===== src/rtl/gen_irq_mc.sv =====
// gen_irq_mc: multi-channel user-interrupt generator.
// Latches one pending request per channel, arbitrates round-robin onto the
// single user-IRQ port, and retries on fail/timeout up to MAX_RETRY times.
//
// Optional build macro: GEN_IRQ_TIMEOUT_AS_ACK_EN
//   defined   -> a SEND timeout completes the request as delivered (ch_ack)
//   undefined -> a SEND timeout is treated like usr_irq_out_fail
//
// Ports:
//   clk, rst          clock, synchronous active-high reset
//   ch_trig[NUM_CH]   per-channel request strobe
//   ch_vec/ch_fnc     per-channel vector (12b) / function (8b), packed by channel
//   ch_busy           channel holds a pending or in-flight request
//   ch_ack/ch_fail    1-cycle completion pulses (delivered / abandoned)
//   ch_drop           1-cycle pulse: trigger discarded because channel was busy
//   usr_irq_in_*      request to the IRQ port (vec, fnc, vld)
//   usr_irq_out_*     IRQ port response (ack, fail)
module gen_irq_mc #(
  parameter int unsigned NUM_CH    = 4,
  parameter int unsigned TIMEOUT   = 16,
  parameter int unsigned MAX_RETRY = 2
) (
  input  logic                 clk,
  input  logic                 rst,
  input  logic [NUM_CH-1:0]    ch_trig,
  input  logic [NUM_CH*12-1:0] ch_vec,
  input  logic [NUM_CH*8-1:0]  ch_fnc,
  output logic [NUM_CH-1:0]    ch_busy,
  output logic [NUM_CH-1:0]    ch_ack,
  output logic [NUM_CH-1:0]    ch_fail,
  output logic [NUM_CH-1:0]    ch_drop,
  output logic [11:0]          usr_irq_in_vec,
  output logic [7:0]           usr_irq_in_fnc,
  output logic                 usr_irq_in_vld,
  input  logic                 usr_irq_out_ack,
  input  logic                 usr_irq_out_fail
);

  localparam int unsigned VW  = 12;
  localparam int unsigned FW  = 8;
  localparam int unsigned CHW = (NUM_CH > 1) ? $clog2(NUM_CH) : 1;
  localparam int unsigned TW  = $clog2(TIMEOUT);
  localparam int unsigned RW  = (MAX_RETRY > 0) ? $clog2(MAX_RETRY + 1) : 1;

  typedef enum logic [1:0] {
    S_IDLE = 2'd0,
    S_SEND = 2'd1,
    S_GAP  = 2'd2
  } state_t;

  state_t            r_state;
  logic [NUM_CH-1:0] r_busy;
  logic [NUM_CH-1:0] r_ack;
  logic [NUM_CH-1:0] r_fail;
  logic [NUM_CH-1:0] r_drop;
  logic [VW-1:0]     r_cap_vec [NUM_CH];
  logic [FW-1:0]     r_cap_fnc [NUM_CH];
  logic [CHW-1:0]    r_ptr;
  logic [CHW-1:0]    r_gnt;
  logic [TW-1:0]     r_tmo;
  logic [RW-1:0]     r_retry;
  logic [VW-1:0]     r_vec;
  logic [FW-1:0]     r_fnc;
  logic              r_vld;

  state_t            w_state_nxt;
  logic [CHW-1:0]    w_ptr_nxt;
  logic [CHW-1:0]    w_gnt_nxt;
  logic [TW-1:0]     w_tmo_nxt;
  logic [RW-1:0]     w_retry_nxt;
  logic [VW-1:0]     w_vec_nxt;
  logic [FW-1:0]     w_fnc_nxt;
  logic              w_vld_nxt;
  logic              w_done_ack;
  logic              w_done_fail;
  logic              w_retry_req;
  logic              w_tmo_hit;
  logic              w_found;
  logic [CHW-1:0]    w_sel;
  logic [CHW-1:0]    w_gnt_inc;
  logic [NUM_CH-1:0] w_gnt_oh;
  logic [NUM_CH-1:0] w_clr;
  logic [NUM_CH-1:0] w_busy_nxt;
  int unsigned       w_idx;

  // Round-robin search: first busy channel at or after the pointer.
  always_comb begin
    w_found = 1'b0;
    w_sel   = '0;
    w_idx   = 0;
    for (int unsigned k = 0; k < NUM_CH; k++) begin
      w_idx = (32'(r_ptr) + k) % NUM_CH;
      if (!w_found && r_busy[CHW'(w_idx)]) begin
        w_found = 1'b1;
        w_sel   = CHW'(w_idx);
      end
    end
  end

  assign w_gnt_inc = (r_gnt == CHW'(NUM_CH - 1)) ? '0 : r_gnt + CHW'(1);
  assign w_gnt_oh  = NUM_CH'(1) << r_gnt;
  assign w_tmo_hit = (r_tmo == TW'(TIMEOUT - 1));

  // Next-state and next-output logic.
  always_comb begin
    w_state_nxt = r_state;
    w_ptr_nxt   = r_ptr;
    w_gnt_nxt   = r_gnt;
    w_tmo_nxt   = r_tmo;
    w_retry_nxt = r_retry;
    w_vec_nxt   = r_vec;
    w_fnc_nxt   = r_fnc;
    w_vld_nxt   = 1'b0;
    w_done_ack  = 1'b0;
    w_done_fail = 1'b0;
    w_retry_req = 1'b0;

    case (r_state)
      S_IDLE: begin
        if (w_found) begin
          w_gnt_nxt   = w_sel;
          w_vec_nxt   = r_cap_vec[w_sel];
          w_fnc_nxt   = r_cap_fnc[w_sel];
          w_vld_nxt   = 1'b1;
          w_tmo_nxt   = '0;
          w_retry_nxt = '0;
          w_state_nxt = S_SEND;
        end
      end

      S_SEND: begin
        w_vld_nxt = 1'b1;
        w_tmo_nxt = r_tmo + TW'(1);
        // Port response beats timeout; ack beats fail.
        if (usr_irq_out_ack) begin
          w_done_ack = 1'b1;
        end
`ifdef GEN_IRQ_TIMEOUT_AS_ACK_EN
        else if (usr_irq_out_fail) begin
          w_retry_req = 1'b1;
        end else if (w_tmo_hit) begin
          w_done_ack = 1'b1;
        end
`else
        else if (usr_irq_out_fail || w_tmo_hit) begin
          w_retry_req = 1'b1;
        end
`endif
        if (w_retry_req) begin
          if (r_retry < RW'(MAX_RETRY)) begin
            w_retry_nxt = r_retry + RW'(1);
            w_vld_nxt   = 1'b0;
            w_state_nxt = S_GAP;
          end else begin
            w_done_fail = 1'b1;
          end
        end
        if (w_done_ack || w_done_fail) begin
          w_vld_nxt   = 1'b0;
          w_ptr_nxt   = w_gnt_inc;
          w_state_nxt = S_IDLE;
        end
      end

      S_GAP: begin
        w_vld_nxt   = 1'b1;
        w_tmo_nxt   = '0;
        w_state_nxt = S_SEND;
      end

      default: begin
        w_state_nxt = S_IDLE;
      end
    endcase
  end

  // A busy channel can only be cleared by completion; an idle one only set by trigger.
  assign w_clr      = (w_done_ack || w_done_fail) ? w_gnt_oh : '0;
  assign w_busy_nxt = (r_busy & ~w_clr) | (ch_trig & ~r_busy);

  // State and registered outputs.
  always_ff @(posedge clk) begin
    if (rst) begin
      r_state <= S_IDLE;
      r_busy  <= '0;
      r_ack   <= '0;
      r_fail  <= '0;
      r_drop  <= '0;
      r_ptr   <= '0;
      r_gnt   <= '0;
      r_tmo   <= '0;
      r_retry <= '0;
      r_vec   <= '0;
      r_fnc   <= '0;
      r_vld   <= 1'b0;
    end else begin
      r_state <= w_state_nxt;
      r_busy  <= w_busy_nxt;
      r_ack   <= w_done_ack ? w_gnt_oh : '0;
      r_fail  <= w_done_fail ? w_gnt_oh : '0;
      r_drop  <= ch_trig & r_busy;
      r_ptr   <= w_ptr_nxt;
      r_gnt   <= w_gnt_nxt;
      r_tmo   <= w_tmo_nxt;
      r_retry <= w_retry_nxt;
      r_vec   <= w_vec_nxt;
      r_fnc   <= w_fnc_nxt;
      r_vld   <= w_vld_nxt;
    end
  end

  // Per-channel capture; latched data is frozen while the channel is busy.
  always_ff @(posedge clk) begin
    for (int i = 0; i < NUM_CH; i++) begin
      if (rst) begin
        r_cap_vec[i] <= '0;
        r_cap_fnc[i] <= '0;
      end else if (ch_trig[i] && !r_busy[i]) begin
        r_cap_vec[i] <= ch_vec[VW*i +: VW];
        r_cap_fnc[i] <= ch_fnc[FW*i +: FW];
      end
    end
  end

  assign ch_busy        = r_busy;
  assign ch_ack         = r_ack;
  assign ch_fail        = r_fail;
  assign ch_drop        = r_drop;
  assign usr_irq_in_vec = r_vec;
  assign usr_irq_in_fnc = r_fnc;
  assign usr_irq_in_vld = r_vld;

endmodule

===== config.mk =====
export PLATFORM = sky130hd
export DESIGN_NAME = gen_irq_mc
export DESIGN_NICKNAME = d
export VERILOG_FILES = /design/src/rtl/gen_irq_mc.sv
export SDC_FILE = /design/constraint.sdc
export NUM_CORES = 1
export LEC_CHECK = 0
export BUFFER_PORTS_ARGS = -buffer_cell sky130_fd_sc_hd__clkbuf_2
export CORE_MARGIN = 4
export CORE_UTILIZATION = 49
export CTS_CLUSTER_SIZE = 28
export DETAILED_ROUTE_END_ITERATION = 6
export PLACE_DENSITY = 0.76
export SLEW_MARGIN = 5
export SYNTH_ARGS = -nofsm -noshare
export SYNTH_HDL_FRONTEND = slang
export SYNTH_SLANG_ARGS = --single-unit

===== constraint.sdc =====
create_clock -name clk -period 1.6 [get_ports clk]
set_input_delay 0 -clock clk [delete_from_list [all_inputs] [get_ports clk]]
set_output_delay 0 -clock clk [all_outputs]
set_load 0.02 [all_outputs]

==> flow_summary.toml, run 1 <==
[floorplan]
die_w_um = 115.0
rows = 38
initial_core_util_pct = 50.87
io_pins = 125
fp.coreArea_um2 = 11030
die_area_um2 = 13230
die_h_um = 115.0

[pwr]
p_int_mw = 7.267
netSwitchingFraction_pct = 25.22
power_density_nw_per_um2 = 1136
clockPowerShare_pct = 41.6
power_frac_seq_pct = 40.9
vdd_drop_max_uv = 856.4
p_sw_mw = 2.451
p_leak_nw = 3.536
p_comb_share_pct = 17.4

[yosys]
ys.flop_type = "edfxtp_1"
synth-warning-count = 0
synth.distinct_cells = 46
seq_area_frac_synth_pct = 60.29
synthesis.area_um2 = 5612
ys_ff_latch = 129
ys_async_sr_fraction_pct = 0
syn_area_per_cell_um2 = 12.93
postSynthCellCount = 434
synth_nets = 527
synth_edf_count = 80

[routing]
routed_wl_mm = 17.06
met1Wirelength_mm = 6.773
ant_nets = 0
wl_met3_mm = 1.290
drc = 0
viasPerCell = 5.427
drt_iter0_drc = 335
vias = 4515
wl_per_cell_um = 20.51
first_pass_iters = 5
wl_met2_mm = 8.472
highest-signal-layer = "met4"

[setup_path]
start_kind = "register"
arrival_ps = 2080
crit_type = "register to register"
startpoint = "ch_busy[3]"
worstPathRequired_ps = 1890
end_kind = "register"
cp_max_fo = 10
r2r-start = "ch_busy[3]"

[clock_tree]
cts_tree = "yes"
clock_latency_ps = 410
cts_root_buf = "clkbuf_16"
cts.sinks = 129
clkSlewWorstSetupHoldPaths_ps = 60
cts_buffers = 17
h-tree-depth = 4
cts.path.max_buffers = 2

[min_path]
hold_path_class = "input port to register"
hold_start = "usr_irq_out_fail"

[sta]
setup_ws_ps = -185.6
min_period_over_period_pct = 111.6
worst-slew-pin-transition_ps = 657.4
tns_ps = -2875
max_freq_mhz = 560.0
fin_crit_ps = 1786
rsz0062_at_grt = "true"
setup_viol = 20
hold_viol = 0
timing.slew.headroom_pct = 56.17
fin_skew_ps = 6.803
slew_viol_final = 0

[global_routing]
grt_max_degree = 29
grt_pass1_vias = 4505
grt_overflow = 0
grt.total_usage_pct = 23.84
grt_pass1_wl_mm = 23.74
antenna_found_initial = 0

[final_layout]
syn2layout_area_growth_pct = 52.40
final_util_pct = 77.53
layout_commonest_cell = "clkbuf_2"
diodes = 0
layout-drive-gt1-share_pct = 39.45
nFillCells = 623
fin_nets = 772
mostFrequentLayoutCells = "clkbuf_2, and2_1, dlygate4sd3_1"
fin_area_um2 = 8552

[run_status]
violations = "negative setup slack"
outcome = "finished with violations"

[place]
dp_hpwl_mm = 9.271
dpl-instance-area_um2 = 6616
portBuffers = 124
place_worst_setup_slack_ps = -101.5
gp_congestion = 0.8212

[job]
maxCapViolations = 0
-- kinds of logic after synthesis --
group / Yosys count / synth area share [%]
compound gates: 63 / 10.50
xor+xnor: 1 / 0.1561
fa+ha+maj: 5 / 1.115
buf+inv: 35 / 3.612
flops: 129 / 60.29
mux: 40 / 7.157
simple gates: 161 / 17.17
-- cell usage after synthesis, types with 2 or more instances --
master      n  area (um^2)
o21ai_1     4        20.02
buf_8       2        30.03
nand3_1     2        10.01
buf_6       3        33.78
a311oi_1    4        35.03
inv_1      10        37.54
nand2_1    26        97.59
dfxtp_1    49        980.9
nor3_1      5        25.02
o211ai_1    2        15.01
nand2b_1    6        37.54
o21ai_0     4        20.02
o2111a_1    2        22.52
a21oi_2     2        17.52
edfxtp_1   80         2402
nor2_1     12        45.04
clkbuf_1   12        45.04
nand2_8     2        40.04
ha_1        5        62.56
o2111ai_1   2        17.52
mux2i_1    39        390.4
buf_2       5        25.02
nor2_4      2        22.52
and3_1      5        31.28
and2_1     85        531.8
a21oi_1    12        60.06
a22oi_1     2        15.01
a21o_1      4        30.03
or3_1       2        12.51
o221ai_2   19        285.3
nor3b_1    10        75.07
-- power groups by stage --
stage / Combinational, mW / Sequential (mW) / Clock (mW)
after floorplan: 0.656 / 4.03 / 0
after global placement: 1.16 / 3.97 / 0
after detailed placement: 1.19 / 3.97 / 0
after CTS: 1.49 / 3.93 / 4.06
after global routing: 1.79 / 3.99 / 4.27
final: 1.69 / 3.98 / 4.05
-- state kept, by name (all words and copies together), names as in the netlist, 4 cells and up --
register / flops
ch_busy: 4
usr_irq_in_fnc: 8
ch_ack: 4
r_cap_fnc: 32
r_cap_vec: 48
ch_drop: 4
usr_irq_in_vec: 12
r_tmo: 4
ch_fail: 4
-- metal layers --
layer  GRT usage, %  up-vias
li1               -     2071
met1          30.50     2160
met2          37.81      235
met3          7.737       49
met4          9.311        0
met5              0        -
-- timing repair --
action / CTS / global route
endpoints found under the setup margin: 24 / 32
cloned: 1 / 3
hold buffers: 85 / 0
pin swaps: 2 / 10
resized for setup: 31 / 35
hold endpoints to repair: 93 / 0
setup buffers: 3 / 2
-- worst max-delay path: stages (launching register included) --
cell,delay [ps]
dfxtp_4,360
nand2b_4,150
o2111a_2,190
nor2_4,180
buf_12,170
clkbuf_16,200
mux2i_1,290
o221ai_2,120
-- per-stage QoR --
| step | hold slack, ps | instances | total power, mW |
|---|---|---|---|
| global placement | 281.4 | 707 | 5.130 |
| CTS | 8.064 | 828 | 9.482 |
| detailed placement | 278.2 | 707 | 5.165 |
| floorplan | 145.9 | 434 | 4.686 |
| finish | 49.86 | 832 | 9.719 |
| global route | 54.43 | 832 | 10.05 |
-- final timing paths --
check,to,slack [ps],depth (start not counted)
max,usr_irq_in_vec[0],-190,7
min,r_state[0],50,4
max reg2reg,usr_irq_in_vec[0],-190,7
min reg2reg,usr_irq_in_vec[8],490,2
-- area by class of cell --
cell class | instances | area (um^2) | share of cell area, %
flip-flops and latches | 129 | 3395 | 39.69
clock buffers | 18 | 429.2 | 5.018
well taps | 140 | 175.2 | 2.048
inverters | 10 | 37.54 | 0.4389
multi-input cells | 270 | 2350 | 27.48
clock inverters | 14 | 190.2 | 2.224
repair buffers | 251 | 1976 | 23.10
No activity file was read; power rests on OpenSTA's default activity.
==> inputs of run 2 (changes only) <==
CAP_MARGIN = 40   (was default)
TNS_END_PERCENT = 50   (was default)
==> flow_summary.toml, run 2 (synthesis results as in run 1) <==
[routing]
routed_wl_mm = 16.68
drc = 0
vias = 4403
first_pass_iters = 4
drt_iter0_drc = 376
wl_per_cell_um = 20.10
viasPerCell = 5.305
ant_nets = 0

[final_layout]
syn2layout_area_growth_pct = 52.20
multi_input_area_um2 = 2401
nFillCells = 625
layout_commonest_cell = "clkbuf_2"
largest_reg_flops = 48
mostFrequentLayoutCells = "clkbuf_2, and2_1, dlygate4sd3_1"
final-seq-area_um2 = 3398
layout-drive-gt1-share_pct = 39.04
top_register = "r_cap_vec"
fin_nets = 769

[setup_path]
r2r-start = "ch_busy[1]"
start_kind = "register"
crit_type = "register to register"
cp_max_fo = 8
startpoint = "ch_busy[1]"
r2r_end = "usr_irq_in_vec[10]"
end_kind = "register"
endpoint = "usr_irq_in_vec[10]"
worstRegToRegCells = 6
worstPathRequired_ps = 1890
rrSetupSlack_ps = -70
arrival_ps = 1950

[floorplan]
die_h_um = 115.0
die_w_um = 115.0
io_pins = 125
die_area_um2 = 13230
initial_core_util_pct = 50.87
fp.coreArea_um2 = 11030
rows = 38

[clock_tree]
cts_root_buf = "clkbuf_16"
cts.path.max_buffers = 2
clkSlewWorstSetupHoldPaths_ps = 60
cts.sinks = 129
h-tree-depth = 4
cts_buffers = 17
cts_tree = "yes"
clock_latency_ps = 420

[sta]
hold_viol = 0
min_period_over_period_pct = 104.1
hold-worst-slack_ps = 52.35
fin_crit_ps = 1666
setup_viol = 21
max_freq_mhz = 600.2
slew_viol_final = 0
fin_skew_ps = 12.00
timing.slew.headroom_pct = 60.62
tns_ps = -779.3
worst-slew-pin-transition_ps = 590.7
rsz0062_at_grt = "true"
setup_ws_ps = -66.09

[pwr]
p_leak_nw = 3.496
power_density_nw_per_um2 = 1089
vdd_drop_max_uv = 1389

[global_routing]
grt.total_usage_pct = 22.94
antenna_found_initial = 1
grt_overflow = 0
grt_pass1_wl_mm = 23.11
grt_max_degree = 25
grt_pass1_vias = 4408

[run_status]
outcome = "finished with violations"
violations = "negative setup slack"

[min_path]
hold_path_class = "input port to register"

[place]
dp_hpwl_mm = 9.251
gp_congestion = 0.8384
portBuffers = 124

[job]
maxCapViolations = 0
## run 2: cell types whose count changed in the layout (fill, tap and decap cells not counted), moves of 2 or more
cell / previous run / this run
buf_6: 1 / 4
bufinv_16: 4 / 1
mux2i_2: 12 / 9
clkbuf_8: 0 / 2
nor3_1: 2 / 4
clkinv_4: 5 / 0
mux2i_1: 10 / 8
buf_12: 9 / 7
nor3_2: 2 / 0
mux2i_4: 17 / 22
clkinvlp_4: 1 / 3
buf_4: 28 / 22
## run 2: routing by layer
layer	track usage, %	wire length, um	share of wire [%]
met3	5.737	1109	6.6
met5	0	0	0
met2	35.92	8363	50
met4	7.746	453	2.7
met1	31.36	6752	40
## run 2: timing repair
item,CTS,global route
endpoints found under the hold margin,92,0
pin swaps,8,11
hold buffers,85,0
buffers inserted,1,2
cloned,0,6
gates resized for setup,24,48
endpoints found under the setup margin,24,33
## run 2: area by class of cell
type / count / share of cell area, %
Sequential cell: 129 / 39.79
Tap cell: 140 / 2.051
Inverter: 10 / 0.4395
Clock buffer: 21 / 5.391
Clock inverter: 11 / 1.040
Antenna cell: 1 / 0.02930
Multi-Input combinational cell: 270 / 28.11
Timing Repair Buffer: 248 / 23.15
## run 2: worst max-delay path: stages, from the launching register on
cell,delay [ps]
dfxtp_2,350
o2111a_2,300
nor2_4,130
buf_12,170
clkbuf_16,190
mux2i_4,280
o221ai_2,120
## run 2: worst min path at each step
stage	startpoint	to	depth (start not counted)
finish	usr_irq_out_fail	usr_irq_in_vld	4
global route	usr_irq_out_fail	r_state[0]	4
CTS	usr_irq_out_fail	usr_irq_in_vld	4
detailed placement	ch_vec[1]	r_cap_vec[0][1]	2
global placement	ch_vec[43]	r_cap_vec[3][7]	2
floorplan	usr_irq_out_ack	ch_ack[0]	1
## run 2: where the power goes
part           internal [mW]  switching (mW)
clock                   2.20            1.39
combinational          0.895           0.822
sequential              3.80           0.193
## run 2: per-stage QoR
step                instance area, um^2  power [mW]  utilization, %  worst slack, ps  cells
floorplan                          5640       4.684               -           -68.59    434
global placement                   6586       5.115           59.71           -67.00    703
detailed placement                 6586       5.147           59.71           -114.8    703
CTS                                8095       8.911           73.39           -28.67    821
global route                       8541       9.608           77.43           -115.2    830
finish                             8541       9.299           77.43           -66.09    830
